File: src/rtl/bus_rr_arbiter_pkg.sv
// Shared constants and types for the round-robin system-bus arbiter.
// State encoding, counter width and the bus geometry the arbiter serves.
package bus_rr_arbiter_pkg;

  localparam int MAX_M      = 8;
  localparam int Q_W        = 8;
  localparam int BUS_ADDR_W = 16;
  localparam int BUS_DATA_W = 32;

  typedef enum logic {
    ARB_PARK = 1'b0,
    ARB_OWN  = 1'b1
  } arb_state_e;

  // Ownership counter sticks at all-ones instead of wrapping.
  function automatic logic [Q_W-1:0] sat_inc(input logic [Q_W-1:0] v);
    return (v == '1) ? v : v + 1'b1;
  endfunction

endpackage

File: src/rtl/bus_rr_arbiter_if.sv
// Request/grant bundle between the bus masters and the round-robin arbiter.
interface bus_rr_arbiter_if
  import bus_rr_arbiter_pkg::*;
#(
  parameter int NUM_M = 4
);

  localparam int IDX_W = $clog2(NUM_M);

  logic [NUM_M-1:0] m_req;
  logic [NUM_M-1:0] m_lock;
  logic [NUM_M-1:0] m_grant;
  logic [IDX_W-1:0] grant_idx;
  logic             bus_busy;
  logic [Q_W-1:0]   q_cnt;

  modport master (
    output m_req, m_lock,
    input  m_grant, grant_idx, bus_busy, q_cnt
  );

  modport slave (
    input  m_req, m_lock,
    output m_grant, grant_idx, bus_busy, q_cnt
  );

endinterface

File: src/rtl/bus_rr_arbiter_rr_pick.sv
// Combinational rotating priority encoder: first requester after ptr_i,
// wrapping round to ptr_i itself, ignoring anything in excl_i.
module bus_rr_arbiter_rr_pick #(
  parameter int NUM_M = 4,
  parameter int IDX_W = $clog2(NUM_M)
) (
  input  logic [NUM_M-1:0] req_i,
  input  logic [IDX_W-1:0] ptr_i,
  input  logic [NUM_M-1:0] excl_i,
  output logic             found_o,
  output logic [IDX_W-1:0] idx_o
);

  logic [NUM_M-1:0] cand;

  assign cand = req_i & ~excl_i;

  always_comb begin
    found_o = 1'b0;
    idx_o   = ptr_i;
    for (int k = 1; k <= NUM_M; k++) begin
      if (!found_o && cand[(int'(ptr_i) + k) % NUM_M]) begin
        found_o = 1'b1;
        idx_o   = IDX_W'((int'(ptr_i) + k) % NUM_M);
      end
    end
  end

endmodule

File: src/rtl/bus_rr_arbiter.sv
// Round-robin bus arbiter with per-owner quantum, bus locking and parking
// on DEFAULT_M; all outputs are registered.
module bus_rr_arbiter
  import bus_rr_arbiter_pkg::*;
#(
  parameter int NUM_M     = 4,
  parameter int QUANTUM   = 8,
  parameter int DEFAULT_M = 0
) (
  input  logic             clk,
  input  logic             reset,
  bus_rr_arbiter_if.slave  arb_if
);

  localparam int               IDX_W   = $clog2(NUM_M);
  localparam logic [IDX_W-1:0] DEF_IDX = IDX_W'(DEFAULT_M);
  localparam logic [NUM_M-1:0] DEF_GNT = NUM_M'(1) << DEFAULT_M;
  localparam logic [Q_W-1:0]   Q_LAST  = Q_W'(QUANTUM - 1);

  arb_state_e       state_q, state_d;
  logic [NUM_M-1:0] grant_q, grant_d;
  logic [IDX_W-1:0] idx_q, idx_d;
  logic [IDX_W-1:0] ptr_q, ptr_d;
  logic [Q_W-1:0]   q_q, q_d;
  logic             busy_q, busy_d;

  logic [NUM_M-1:0] req;
  logic [NUM_M-1:0] lock;
  logic [NUM_M-1:0] excl;
  logic             found;
  logic [IDX_W-1:0] pick_idx;
  logic             owner_req;
  logic             owner_lock;
  logic             others_req;

  assign req  = arb_if.m_req;
  assign lock = arb_if.m_lock;

  // While owning, ptr_q equals the owner, so excluding grant_q skips it.
  assign excl       = (state_q == ARB_OWN) ? grant_q : '0;
  assign owner_req  = req[idx_q];
  assign owner_lock = lock[idx_q];
  assign others_req = |(req & ~grant_q);

  bus_rr_arbiter_rr_pick #(
    .NUM_M (NUM_M),
    .IDX_W (IDX_W)
  ) u_pick (
    .req_i   (req),
    .ptr_i   (ptr_q),
    .excl_i  (excl),
    .found_o (found),
    .idx_o   (pick_idx)
  );

  always_comb begin
    state_d = state_q;
    grant_d = grant_q;
    idx_d   = idx_q;
    ptr_d   = ptr_q;
    q_d     = sat_inc(q_q);
    busy_d  = busy_q;
    unique case (state_q)
      ARB_PARK: begin
        if (found) begin
          state_d = ARB_OWN;
          grant_d = NUM_M'(1) << pick_idx;
          idx_d   = pick_idx;
          ptr_d   = pick_idx;
          q_d     = '0;
          busy_d  = 1'b1;
        end else begin
          grant_d = DEF_GNT;
          idx_d   = DEF_IDX;
          q_d     = '0;
          busy_d  = 1'b0;
        end
      end
      ARB_OWN: begin
        // Release wins over quantum expiry; a held lock blocks preemption.
        if ((!owner_req && found) ||
            (owner_req && !owner_lock && (q_q >= Q_LAST) && others_req)) begin
          grant_d = NUM_M'(1) << pick_idx;
          idx_d   = pick_idx;
          ptr_d   = pick_idx;
          q_d     = '0;
        end else if (!owner_req) begin
          state_d = ARB_PARK;
          grant_d = DEF_GNT;
          idx_d   = DEF_IDX;
          q_d     = '0;
          busy_d  = 1'b0;
        end
      end
    endcase
  end

  always_ff @(posedge clk) begin
    if (reset) begin
      state_q <= ARB_PARK;
      grant_q <= DEF_GNT;
      idx_q   <= DEF_IDX;
      ptr_q   <= DEF_IDX;
      q_q     <= '0;
      busy_q  <= 1'b0;
    end else begin
      state_q <= state_d;
      grant_q <= grant_d;
      idx_q   <= idx_d;
      ptr_q   <= ptr_d;
      q_q     <= q_d;
      busy_q  <= busy_d;
    end
  end

  assign arb_if.m_grant   = grant_q;
  assign arb_if.grant_idx = idx_q;
  assign arb_if.bus_busy  = busy_q;
  assign arb_if.q_cnt     = q_q;

endmodule
File: src/flat_wrapper.sv
// flat-port wrapper written by rule: the top's interface ports become plain ports
module bus_rr_arbiter_flat import bus_rr_arbiter_pkg::*;
#(
  parameter int NUM_M     = 4,
  parameter int QUANTUM   = 8,
  parameter int DEFAULT_M = 0
)
  (clk, reset, arb_if_m_req, arb_if_m_lock, arb_if_m_grant, arb_if_grant_idx, arb_if_bus_busy, arb_if_q_cnt);
  bus_rr_arbiter_if #(.NUM_M(NUM_M)) arb_if_i ();
  input  logic clk;
  input  logic reset;
  input wire logic [$bits(arb_if_i.m_req)-1:0] arb_if_m_req;
  input wire logic [$bits(arb_if_i.m_lock)-1:0] arb_if_m_lock;
  output wire logic [$bits(arb_if_i.m_grant)-1:0] arb_if_m_grant;
  output wire logic [$bits(arb_if_i.grant_idx)-1:0] arb_if_grant_idx;
  output wire logic [$bits(arb_if_i.bus_busy)-1:0] arb_if_bus_busy;
  output wire logic [$bits(arb_if_i.q_cnt)-1:0] arb_if_q_cnt;
  assign arb_if_i.m_req = arb_if_m_req;
  assign arb_if_i.m_lock = arb_if_m_lock;
  assign arb_if_m_grant = arb_if_i.m_grant;
  assign arb_if_grant_idx = arb_if_i.grant_idx;
  assign arb_if_bus_busy = arb_if_i.bus_busy;
  assign arb_if_q_cnt = arb_if_i.q_cnt;
  bus_rr_arbiter #(.NUM_M(NUM_M), .QUANTUM(QUANTUM), .DEFAULT_M(DEFAULT_M)) u_core (.clk(clk), .reset(reset), .arb_if(arb_if_i));
endmodule
File: config.mk
export PLATFORM = sky130hd
export DESIGN_NAME = bus_rr_arbiter_flat
export DESIGN_NICKNAME = d
export VERILOG_FILES = /design/src/rtl/bus_rr_arbiter_pkg.sv /design/src/rtl/bus_rr_arbiter_if.sv /design/src/rtl/bus_rr_arbiter_rr_pick.sv /design/src/rtl/bus_rr_arbiter.sv /design/src/flat_wrapper.sv
export SDC_FILE = /design/constraint.sdc
export NUM_CORES = 1
export LEC_CHECK = 0
export BUFFER_PORTS_ARGS = -buffer_cell sky130_fd_sc_hd__buf_2
export CAP_MARGIN = 20
export CORE_MARGIN = 5
export CORE_UTILIZATION = 50
export CTS_CLUSTER_DIAMETER = 40
export DETAILED_ROUTE_END_ITERATION = 16
export HOLD_SLACK_MARGIN = 0.1
export PLACE_DENSITY = 0.8
export SYNTH_ARGS = -nofsm -noshare
export SYNTH_HDL_FRONTEND = slang
export SYNTH_SLANG_ARGS = --single-unit
File: constraint.sdc
create_clock -name clk -period 2.3 [get_ports clk]
set_input_delay 0.115 -clock clk [delete_from_list [all_inputs] [get_ports clk]]
set_output_delay 0.115 -clock clk [all_outputs]
set_load 0.005 [all_outputs]
==> summary.md, run 1 <==
| Metric | Value |
|---|---|
| Initial DRC count | 24 |
| Top cell type's share of synthesized area | 0.382 |
| RSZ-0062 raised after global routing | false |
| Synth unique cells | 43 |
| Share of cells above drive strength 1 | 0.302 |
| Die height | 53.4 um |
| Top Metal Used | met4 |
| Crit path DAT | about 2.1 ns |
| PD cells | 726 nW/um^2 |
| Post-DP HPWL | around 1800 um |
| Diode count | 0 |
| Sum Neg Setup Slack | 0 ns |
| Tmin final | between 1.5 and 2 ns |
| Max Slew Vio Count | 0 |
| Post-place setup slack | around 0.47 ns |
| Pleak | 0.481 nW |
| Xor/xnor share of the synthesized area | 0.0465 |
| Initial antenna violation count | 0 |
| Routability congestion estimate from global placement | 0.895 |
| Mux cell area share after synthesis | 0.0584 |
| # IOs | 25 |
| # DRC | 0 |
| Nets | between 100 and 150 |
| Post-DRT Antenna Nets | 0 |
| Req. time, crit path | about 2.5 ns |
| Setup WS post-layout | 0.402 ns |
| WL met3 | 163 um |
| Max-cap violation count | 0 |
| Post-synthesis sequential area ratio | 0.382 |
| Port Buffer Count | 24 |
| Starting Density | 0.534 |
| Post-Syn Area | about 940 um^2 |
| Setup CP Type | reg -> reg |
| Synth warnings | 0 |
| H-tree depth | 1 |
| Fillers | between 150 and 200 |
| First-pass DRT Iterations | 4 |
| Largest area contributor in the netlist | dfxtp_1 |
| Routed length per instance | around 14 um |
| Post-synth EDFFs | 0 |
| Main flop type after synthesis | dfxtp_1 |
| Wl on met1 | approximately 930 um |
| Setup violators final | 0 |
| Chip Width | ~53 um |
| Average size of a mapped cell | about 9.5 um^2 |
| Compound-gate portion of the synthesized area | 0.244 |
| Top post-synthesis cells by count | 18 x dfxtp_1, 9 x nor2_1, 5 x inv_1, 4 x a21boi_0, 4 x and2_1 |
| Row count | 15 |
| F_max | between 500 and 600 MHz |
| Final Hold Viols | 0 |
| Met2 routed WL | ~1100 um |
| Clk_lat worst skew | roughly 0.29 ns |
| Post-synthesis register bit count | 18 |
| Tightest Pin Transition | approximately 0.62 ns |
| Startpoint Class | register |
| Sink Count | 18 |
| Vias in the first global route | ~830 |
| CP peak stage delay | roughly 0.54 ns |
| Congestion Overflow GR | 0 |
| Tot GR Track Use | 0.172 |
| Async S/R FF share, synth | 0 |
| Detailed Route WL | 2170 um |
| Post-CTS Setup Inserts | 0 |
| Worst Setup End Kind | register |
| Clock Tree Buf Depth | 2 |
| Post-Syn Nets | 110 |
| Area Overhead vs Synth | 19.4% |
| Most frequent cell after synthesis | dfxtp_1 |
| Top post-synthesis cells by area | dfxtp_1 38%, mux4_2 4.8%, nor2_1 3.6%, a21boi_0 3.2%, xor2_1 2.8% |
| CTS resizes | 0 |
| Vias | 860 |
| Final worst-path cycle share | 0.825 |
| Post-synthesis simple-gate area fraction | 0.219 |
| Slew Limit Headroom | 0.574 |
| Pin count of the biggest net entering global routing | 13 |
| Status | finished clean |
| Critical path's slowest cell | mux4_2 |
| CP max FO | 4 |
| CTS Root Cell | clkbuf_4 |
| Peak supply drop | between 500 and 600 uV |
| Die area | around 2900 um^2 |
| Synth Instances | a little under 100 |
| Via density | ~5.7 |
| Class of the worst hold path | reg -> reg |
| First-pass GRT wire length | between 3000 and 4000 um |
| Worst-path clk slew | 0.10 ns |
| CORE AREA | ~1800 um^2 |
| Num CTS Buffers | 3 |
| CP Cell Sequence | mux4_2 -> o31ai_1 -> nand3_1 -> o2bb2ai_1 |
| CTS tree | built |
| Synth Area in Adders | 0.0133 |
| Layout Skew | slightly above 0.006 ns |
| Largest family of logic cells by synthesized area | compound AO/OA/AOI/OAI gates |
==> layout by cell type, fill, tap and decap left out, types with 3 or more instances in the layout <==
| master | count |
|---|---|
| a21boi_0 | 4 |
| a21oi_1 | 3 |
| and2_1 | 4 |
| buf_2 | 24 |
| clkbuf_4 | 3 |
| dfxtp_1 | 18 |
| inv_1 | 5 |
| nand3_1 | 3 |
| nor2_1 | 9 |
| nor2b_1 | 3 |
| o22ai_1 | 3 |
| xor2_1 | 3 |
==> final timing paths <==
| check | from | endpoint | slack (ns) | cells past startpoint |
|---|---|---|---|---|
| worst min-delay path | u_core.arb_if.bus_busy | u_core.arb_if.bus_busy | 0.48 | 2 |
| worst min register to register | u_core.arb_if.bus_busy | u_core.arb_if.bus_busy | 0.48 | 2 |
| worst max-delay path | u_core.arb_if.grant_idx[0] | u_core.arb_if.m_grant[2] | 0.40 | 4 |
| worst max register to register | u_core.arb_if.grant_idx[0] | u_core.arb_if.m_grant[2] | 0.40 | 4 |
==> cell type report <==
type,instances,area (um^2),share of cell area
clock buffers,4,36.3,0.0323
inverters,5,18.8,0.0167
flip-flops and latches,18,360,0.320
repair buffers,25,130,0.116
well taps,25,31.3,0.0278
multi-input cells,74,548,0.487
==> sequential cells by signal, indices dropped and copies added, names as in the netlist <==
signal                   count
u_core.arb_if.bus_busy       1
u_core.arb_if.grant_idx      2
u_core.arb_if.m_grant        4
u_core.arb_if.q_cnt          8
u_core.ptr_q                 2
u_core.state_q               1
==> through the flow <==
stage                     hold slack [ns]  utilization  power, mW  instances  cell area [um^2]
after floorplan                     0.216            -      0.555         99               942
after global placement              0.408        0.611      0.625        146              1080
after detailed placement            0.414        0.611      0.631        146              1080
after CTS                           0.484        0.638      0.823        151              1120
after global routing                0.496        0.638      0.869        151              1120
final                               0.481        0.638      0.817        151              1120
==> critical path, delay by kind of cell (launching register included) <==
family             cells  cell delay [ns]
AOI/OAI and AO/OA      2             0.60
and+or+nand+nor        1             0.25
DFF                    1             0.44
muxes                  1             0.54
==> cells by family after synthesis <==
logic type                 count (synthesis)
adders and majority gates                  1
muxes                                      3
xor gates and xnor gates                   5
buffers and inverters                      7
AOI/OAI and AO/OA                         30
DFF                                       18
and+or+nand+nor                           35
==> timing repair <==
action / in CTS / in global routing
hold buffers: 1 / 0
endpoints found under the hold margin: 1 / 0
endpoints found under the setup margin: 0 / 0
==> per-layer routing <==
layer | track usage | up-vias
met1 | 0.197 | 405
met5 | 0 | -
met3 | 0.0676 | 2
li1 | - | 424
met2 | 0.284 | 29
met4 | 0.0638 | 0
==> where the power goes <==
group / switching [mW] / leakage, nW / internal, mW
registers: 0.0486 / 0.148 / 0.352
logic: 0.116 / 0.313 / 0.112
clock network: 0.0915 / 0.0210 / 0.0964
(Power assumes the default switching activity.)
==> run 2, diff against run 1 <==
- ABC_AREA: default -> 1
- CORE_UTILIZATION: 50 -> 53
- PLACE_DENSITY: 0.8 -> 0.82
- clock period: 2.3 -> 1.8 ns (I/O delays scaled with it)
==> run 2 against run 1 <==
Against the previous run:
- clock-buffer cell count down 1
- setup slack worse by 0.23 ns
- clock skew is 0.0055 ns higher
- sequential power rose by 52%
- global-route usage increased by 0.48 points
- sequential share of layout area down 5.2 points
- non-clock buffer count is 1 higher
- cell count up 51%
- core utilization decreased by 1.0 points
- critical endpoint is now u_core.arb_if.q_cnt[6]
- fmax grew 17%
==> summary.md, run 2 <==
| Metric | Value |
|---|---|
| Status | finished clean |
| First-pass GRT wire length | 4730 um (+32%) |
| Setup violators final | 0 (unchanged) |
| CP max FO | 9 (+5) |
| CORE AREA | 2170 um^2 (+23%) |
| Clock Tree Buf Depth | 2 (unchanged) |
| Top post-synthesis cells by count | 43 x nand2_1, 26 x nand3_1, 18 x dfxtp_1, 17 x inv_1, 11 x a21oi_1 |
| Congestion Overflow GR | 0 (unchanged) |
| Via density | 5.63 (-1.1%) |
| RR Endpoint | u_core.arb_if.q_cnt[6] |
| Non-filler cells, final | 228 (+51%) |
| Top cell type's share of synthesized area | 0.308 (-0.0744) |
| Initial antenna violation count | 0 (unchanged) |
| Layout Skew | 0.0117 ns (+0.00555 ns) |
| Max-cap violation count | 0 (unchanged) |
| Max Slew Vio Count | 0 (unchanged) |
| Slew Limit Headroom | 0.757 (+0.183) |
| Pin count of the biggest net entering global routing | 10 (-3) |
| Max reg flops | 8 (unchanged) |
| Post-DP HPWL | 2240 um (+28%) |
| Post-CTS Setup Inserts | 0 (unchanged) |
| RSZ-0062 raised after global routing | false |
| Sink Count | 18 (unchanged) |
| R2r setup slk | 0.17 ns (-0.23 ns) |
| Setup CP Type | reg -> reg |
| Commonest non-fill, non-tap cell in the layout | nand2_1 |
| Worst Hold Launch | arb_if_m_req[2] |
| Comb pwr share | 0.565 (+0.286) |
| Post-Syn Area | 1170 um^2 (+24%) |
| Commonest non-fill, non-tap cells in the layout | 42 x nand2_1, 26 x nand3_1, 24 x buf_2 |
| Worst Hold Path Cells | 7 (+5) |
| Synth unique cells | 28 (-35%) |
| Post-synthesis register bit count | 18 (unchanged) |
| Pleak | 0.653 nW (+36%) |
| Largest area contributor in the netlist | dfxtp_1 |
| Req. time, crit path | 2.01 ns (-0.51 ns) |
| # IOs | 25 (unchanged) |
| DP Cell Count | 224 (+53%) |
| Post-synthesis sequential area ratio | 0.308 (-0.0744) |
| Worst hold slack | 0.397 ns (-0.0842 ns) |
| Chip Width | 57.0 um (+6.7%) |
| Post-Syn Nets | 183 (+66%) |
| Diode count | 0 (unchanged) |
| Routed length per instance | 12.3 um (-15%) |
| Die height | 57.0 um (+6.7%) |
| Row count | 17 (+2) |
| F_max | 615 MHz (+17%) |
| Vias | 1284 (+49%) |
| CP delay by family, top | simple AND/OR/NAND/NOR gates |
| Synth warnings | 0 (unchanged) |
| Startpoint Class | register |
| Switch Pwr | 915 uW (+260%) |
| Clk_lat worst skew | 0.30 ns (about the same) |
| Async S/R FF share, synth | 0 (unchanged) |
| H-tree depth | 1 (unchanged) |
| Reg-to-Reg Start | u_core.arb_if.grant_idx[1] |
| Final Power | 1.86 mW (+130%) |
| Nets | 213 (+54%) |
| Hold endpoint | u_core.arb_if.q_cnt[7] |
| FF-to-FF path depth | 8 (+4) |
| Port Buffer Count | 24 (unchanged) |
| Most frequent cell after synthesis | nand2_1 |
| Sum Neg Setup Slack | 0 ns (unchanged) |
| Vias in the first global route | 1238 (+49%) |
| Main flop type after synthesis | dfxtp_1 |
| Final Hold Viols | 0 (unchanged) |
| Top post-synthesis cells by area | dfxtp_1 31%, nand2_1 14%, nand3_1 11%, inv_1 5.5%, a21oi_1 4.7% |
| CP bufs+invs | 1 (+1) |
| PD cells | 1370 nW/um^2 (+88%) |
| Synth Instances | 172 (+74%) |
| CP Cell Sequence | inv_1 -> a21oi_1 -> o21ai_0 -> nand2_2 -> nor2_4 -> nand3_1 -> nand3_1 -> a211oi_1 |
| Die area | 3250 um^2 (+14%) |
| Routability congestion estimate from global placement | 0.863 (-3.6%) |
| Tmin final | 1.63 ns (-0.272 ns) |
| Class of the worst hold path | in -> reg |
| Worst-path clk slew | 0.11 ns (about the same) |
| Crit path DAT | 1.83 ns (-0.29 ns) |
| Detailed Route WL | 2800 um (+29%) |
| Tot GR Track Use | 0.177 (+0.00476) |
| Area Overhead vs Synth | 16.4% |
| Num CTS Buffers | 3 (unchanged) |
| CTS Root Cell | clkbuf_4 |
| Initial DRC count | 51 (+110%) |
| First-pass DRT Iterations | 6 (+2) |
| Tightest Pin Transition | 0.363 ns (-0.260 ns) |
| CTS tree | built |
| Post-DRT Antenna Nets | 0 (unchanged) |
| Share of total power in the clock network | 0.108 (-0.122) |
| Reg power frac | 0.327 (-0.164) |
| CP dominant cell by count | nand3_1 |
| Final worst-path cycle share | 0.903 (+0.0780) |
| Sw Ratio | 0.492 (+0.178) |
| Post-synth EDFFs | 0 (unchanged) |
| CP peak stage delay | 0.45 ns (-0.09 ns) |
| Starting Density | 0.539 (+0.00517) |
| Share of cells above drive strength 1 | 0.275 (-0.0266) |
| # DRC | 0 (unchanged) |
| Worst Setup End Kind | register |
| Int Power | 946 uW (+69%) |
| Average size of a mapped cell | 6.80 um^2 (-29%) |
| Peak supply drop | 581 uV (+7.9%) |
| Critical path's slowest cell | dfxtp_1 |
-- run 2: cell types whose count changed after synthesis, moves of 4 or more --
cell	delta
a21boi_0	-4
a21oi_1	+8
and2_1	-4
inv_1	+12
nand2_1	+41
nand2_2	+7
nand3_1	+23
nand3_2	+4
nand4_1	+4
nor2_1	-4
nor3_1	+5
-- run 2: metrics by stage --
stage / setup slack [ns] / util / area (um^2)
2_1_floorplan: 0.347 / - / 1170
3_3_place_gp: 0.176 / 0.609 / 1320
3_5_place_dp: 0.100 / 0.609 / 1320
4_1_cts: 0.0725 / 0.624 / 1350
5_1_grt: 0.0151 / 0.627 / 1360
6_report: 0.174 / 0.627 / 1360
-- run 2: routing by layer --
metal	share of wire	track usage	vias up	routed length (um)
met2	0.52	0.344	45	1450
met4	0.015	0.0695	0	43
li1	-	-	639	-
met1	0.41	0.178	593	1140
met3	0.058	0.0407	7	162
met5	0	0	-	0
-- run 2: kinds of logic after synthesis --
family | share of synthesized area
adder cells (fa/ha/maj) | 0.0107
AO/OA/AOI/OAI | 0.122
buffers and inverters | 0.0791
AND/OR/NAND/NOR | 0.465
XOR/XNOR | 0.0150
flip-flops | 0.308
-- run 2: worst max-delay path by stage --
stage / from / to / slack [ns] / cells after the start
after global placement: u_core.ptr_q[0] / u_core.arb_if.bus_busy / 0.18 / 9
after global routing: u_core.arb_if.q_cnt[0] / u_core.arb_if.q_cnt[4] / 0.02 / 9
after detailed placement: u_core.ptr_q[0] / u_core.arb_if.bus_busy / 0.10 / 9
after floorplan: u_core.ptr_q[0] / u_core.arb_if.m_grant[0] / 0.35 / 11
final: u_core.arb_if.grant_idx[1] / u_core.arb_if.q_cnt[6] / 0.17 / 8
after CTS: u_core.ptr_q[0] / u_core.arb_if.bus_busy / 0.07 / 9
-- run 2: tightest hold or removal path, delay by kind of cell --
family	cells	cell delay, ns
AOI/OAI and AO/OA	2	0.14
and+or+nand+nor	3	0.24
buffers and inverters	2	0.18
-- run 2: cell type report --
cell class              instances  area [um^2]
inverters                      21         81.3
repair buffers                 26          138
multi-input cells             132          719
clock buffers                   3         22.5
well taps                      28         35.0
flip-flops and latches         18          365
fillers                       210          808
-- run 2: power by group through the flow --
stage / Sequential, mW / Combinational, mW / Clock [mW]
after detailed placement: 0.608 / 1.04 / 0
after floorplan: 0.578 / 0.831 / 0
after global placement: 0.602 / 1.01 / 0
final: 0.608 / 1.05 / 0.202
after global routing: 0.621 / 1.17 / 0.228
after CTS: 0.599 / 1.05 / 0.200
-- run 2: repair_timing --
action,in CTS,in global routing
hold buffers,1,0
gates resized for setup,0,5
endpoints found under the setup margin,0,10
hold endpoints to repair,3,0
==> run 3, diff against run 2 <==
- CORE_MARGIN: 5 -> default
==> run 3 against run 2 <==
Against the previous run:
- clock-buffer cell count up 1
- sequential share of layout area shrank 0.27 points
- first-iteration DRC count shrank 12%
- cell count is the same
- die area decreased by 26%
- global-route usage is 8.1 points higher
- combinational power about the same
- clock power grew 22%
- power grew 2.4%
- critical path depth grew 1
- worst hold slack gained 0.013 ns
- setup slack got worse by 0.014 ns
==> summary.md, run 3 (synthesis results as in run 2) <==
| Metric | Value |
|---|---|
| Num CTS Buffers | 3 (unchanged) |
| Die area | 2400 um^2 (-26%) |
| Final core occ | 0.683 (+0.0551) |
| Worst Setup End Kind | register |
| Req. time, crit path | 2.00 ns (about the same) |
| Max-cap violation count | 0 (unchanged) |
| CTS tree | built |
| CORE AREA | 2020 um^2 (-6.8%) |
| Pin count of the biggest net entering global routing | 11 (+1) |
| CP dominant cell by count | nand2_1 |
| Congestion Overflow GR | 0 (unchanged) |
| Vias | 1272 (-0.93%) |
| FF-to-FF path depth | 9 (+1) |
| RR Endpoint | u_core.arb_if.m_grant[0] |
| Startpoint Class | register |
| Worst Hold Path Cells | 7 (unchanged) |
| Slew Limit Headroom | 0.785 (+0.0273) |
| Sequential cell area | 367 um^2 (+0.34%) |
| Initial DRC count | 45 (-12%) |
| H-tree depth | 1 (unchanged) |
| PD cells | 1380 nW/um^2 (+1.0%) |
| R2r setup slk | 0.16 ns (about the same) |
| Diode count | 0 (unchanged) |
| CTS Root Cell | clkbuf_4 |
| Setup CP Type | reg -> reg |
| Crit path from | u_core.ptr_q[1] |
| Post-CTS Setup Inserts | 0 (unchanged) |
| Final Hold Viols | 0 (unchanged) |
| Max Slew Vio Count | 0 (unchanged) |
| Area Overhead vs Synth | 18.0% |
| Layout Skew | 0.00616 ns (-0.00554 ns) |
| Via density | 5.58 (-0.93%) |
| Commonest non-fill, non-tap cells in the layout | 42 x nand2_1, 25 x nand3_1, 24 x buf_2 |
| CP peak stage delay | 0.48 ns (+0.03 ns) |
| Status | finished clean |
| First-pass GRT wire length | 4890 um (+3.4%) |
| CP Cell Sequence | nand2_1 -> nand2_2 -> nand3_2 -> nand2_4 -> nand3_2 -> o21ai_2 -> a21oi_1 -> nand2_1 -> nand2_1 |
| Tmin final | 1.64 ns (+0.0142 ns) |
| Pleak | 0.661 nW (+1.3%) |
| Setup violators final | 0 (unchanged) |
| Detailed Route WL | 2780 um (-0.54%) |
| F_max | 610 MHz (-0.87%) |
| Fillers | 179 (-15%) |
| Post-DP HPWL | 2180 um (-2.8%) |
| Chip Width | 49.0 um (-14%) |
| Clk_lat worst skew | 0.29 ns (about the same) |
| Commonest non-fill, non-tap cell in the layout | nand2_1 |
| Critical path's slowest cell | dfxtp_1 |
| Grt met2 use | 0.477 (+0.133) |
| Tot GR Track Use | 0.257 (+0.0805) |
| Grt peak-use layer | met2 |
| Max reg flops | 8 (unchanged) |
| Worst-path clk slew | 0.10 ns (about the same) |
| Routability congestion estimate from global placement | 0.956 (+11%) |
| Clock Tree Buf Depth | 2 (unchanged) |
| Multi-input gate area | 724 um^2 (+0.70%) |
| Final worst-path cycle share | 0.911 (+0.00791) |
| Sink Count | 18 (unchanged) |
| Port Buffer Count | 24 (unchanged) |
| Post-DRT Antenna Nets | 0 (unchanged) |
| Die height | 49.0 um (-14%) |
| Routed length per instance | 12.2 um (-0.54%) |
| Sum Neg Setup Slack | 0 ns (unchanged) |
| Share of cells above drive strength 1 | 0.289 (+0.0136) |
| Hold endpoint | u_core.arb_if.q_cnt[7] |
| Row count | 16 (-1) |
| Design Area, Final | 1380 um^2 (+1.4%) |
| First-pass DRT Iterations | 4 (-2) |
| Worst Hold Launch | arb_if_m_req[0] |
| # DRC | 0 (unchanged) |
| Met1 Use GR | 0.305 (+0.127) |
| RSZ-0062 raised after global routing | false |
| Nets | 213 (unchanged) |
| Class of the worst hold path | in -> reg |
| GRT met3 Usage | 0.0436 (+0.00289) |
| Tightest Pin Transition | 0.322 ns (-0.0409 ns) |
| Peak supply drop | 719 uV (+24%) |
| Initial antenna violation count | 0 (unchanged) |
| CP max FO | 7 (-2) |
| Starting Density | 0.579 (+0.0394) |
| Placed cell area | 1320 um^2 (about the same) |
| Vias in the first global route | 1198 (-3.2%) |
| Reg-to-Reg Start | u_core.ptr_q[1] |
| # IOs | 25 (unchanged) |
| Crit path DAT | 1.84 ns (about the same) |
-- run 3: changes by cell type in the layout (fill, tap and decap cells not counted) --
cell	change
clkbuf_8	+1
nand3_1	-1
dfxtp_1	-1
dfxtp_2	+1
nand3_2	+1
-- run 3: through the flow --
stage	hold WS [ns]	cells	power [mW]	worst slack [ns]
after floorplan	0.159	172	1.41	0.347
after CTS	0.413	228	1.89	0.101
after global routing	0.466	228	2.08	0.0145
final	0.410	228	1.91	0.160
after global placement	0.311	223	1.61	0.209
after detailed placement	0.312	223	1.65	0.147
-- run 3: cell type report --
cell class              count  area share
multi-input cells         132       0.525
flip-flops and latches     18       0.266
repair buffers             26      0.0997
inverters                  21      0.0589
clock buffers               4      0.0263
well taps                  27      0.0245
-- run 3: worst max path at each step --
stage | cells after the start | endpoint
2_1_floorplan | 11 | u_core.arb_if.m_grant[0]
3_3_place_gp | 9 | u_core.arb_if.bus_busy
3_5_place_dp | 9 | u_core.arb_if.m_grant[0]
4_1_cts | 6 | u_core.arb_if.q_cnt[3]
5_1_grt | 9 | u_core.arb_if.q_cnt[4]
6_report | 9 | u_core.arb_if.m_grant[0]
-- run 3: what timing repair did --
item                       4_1_cts  5_1_grt
setup endpoints to repair        0       13
gates resized for setup          0        7
hold endpoints to repair         3        0
hold buffers                     1        0
-- run 3: routing by layer --
layer / vias up / wire, um
met4: 0 / 40
met2: 35 / 1430
li1: 646 / -
met1: 586 / 1190
met5: - / 0
met3: 5 / 130
-- run 3: worst max-delay path: cells and delay by family (launching register included) --
family,cells,cell delay [ns]
flip-flops,1,0.48
AO/OA/AOI/OAI,2,0.37
AND/OR/NAND/NOR,7,0.69
-- run 3: report_power, final --
| group | total, mW | switching (mW) | internal (mW) |
|---|---|---|---|
| logic | 1.05 | 0.675 | 0.375 |
| registers | 0.608 | 0.115 | 0.493 |
| clock network | 0.247 | 0.124 | 0.123 |
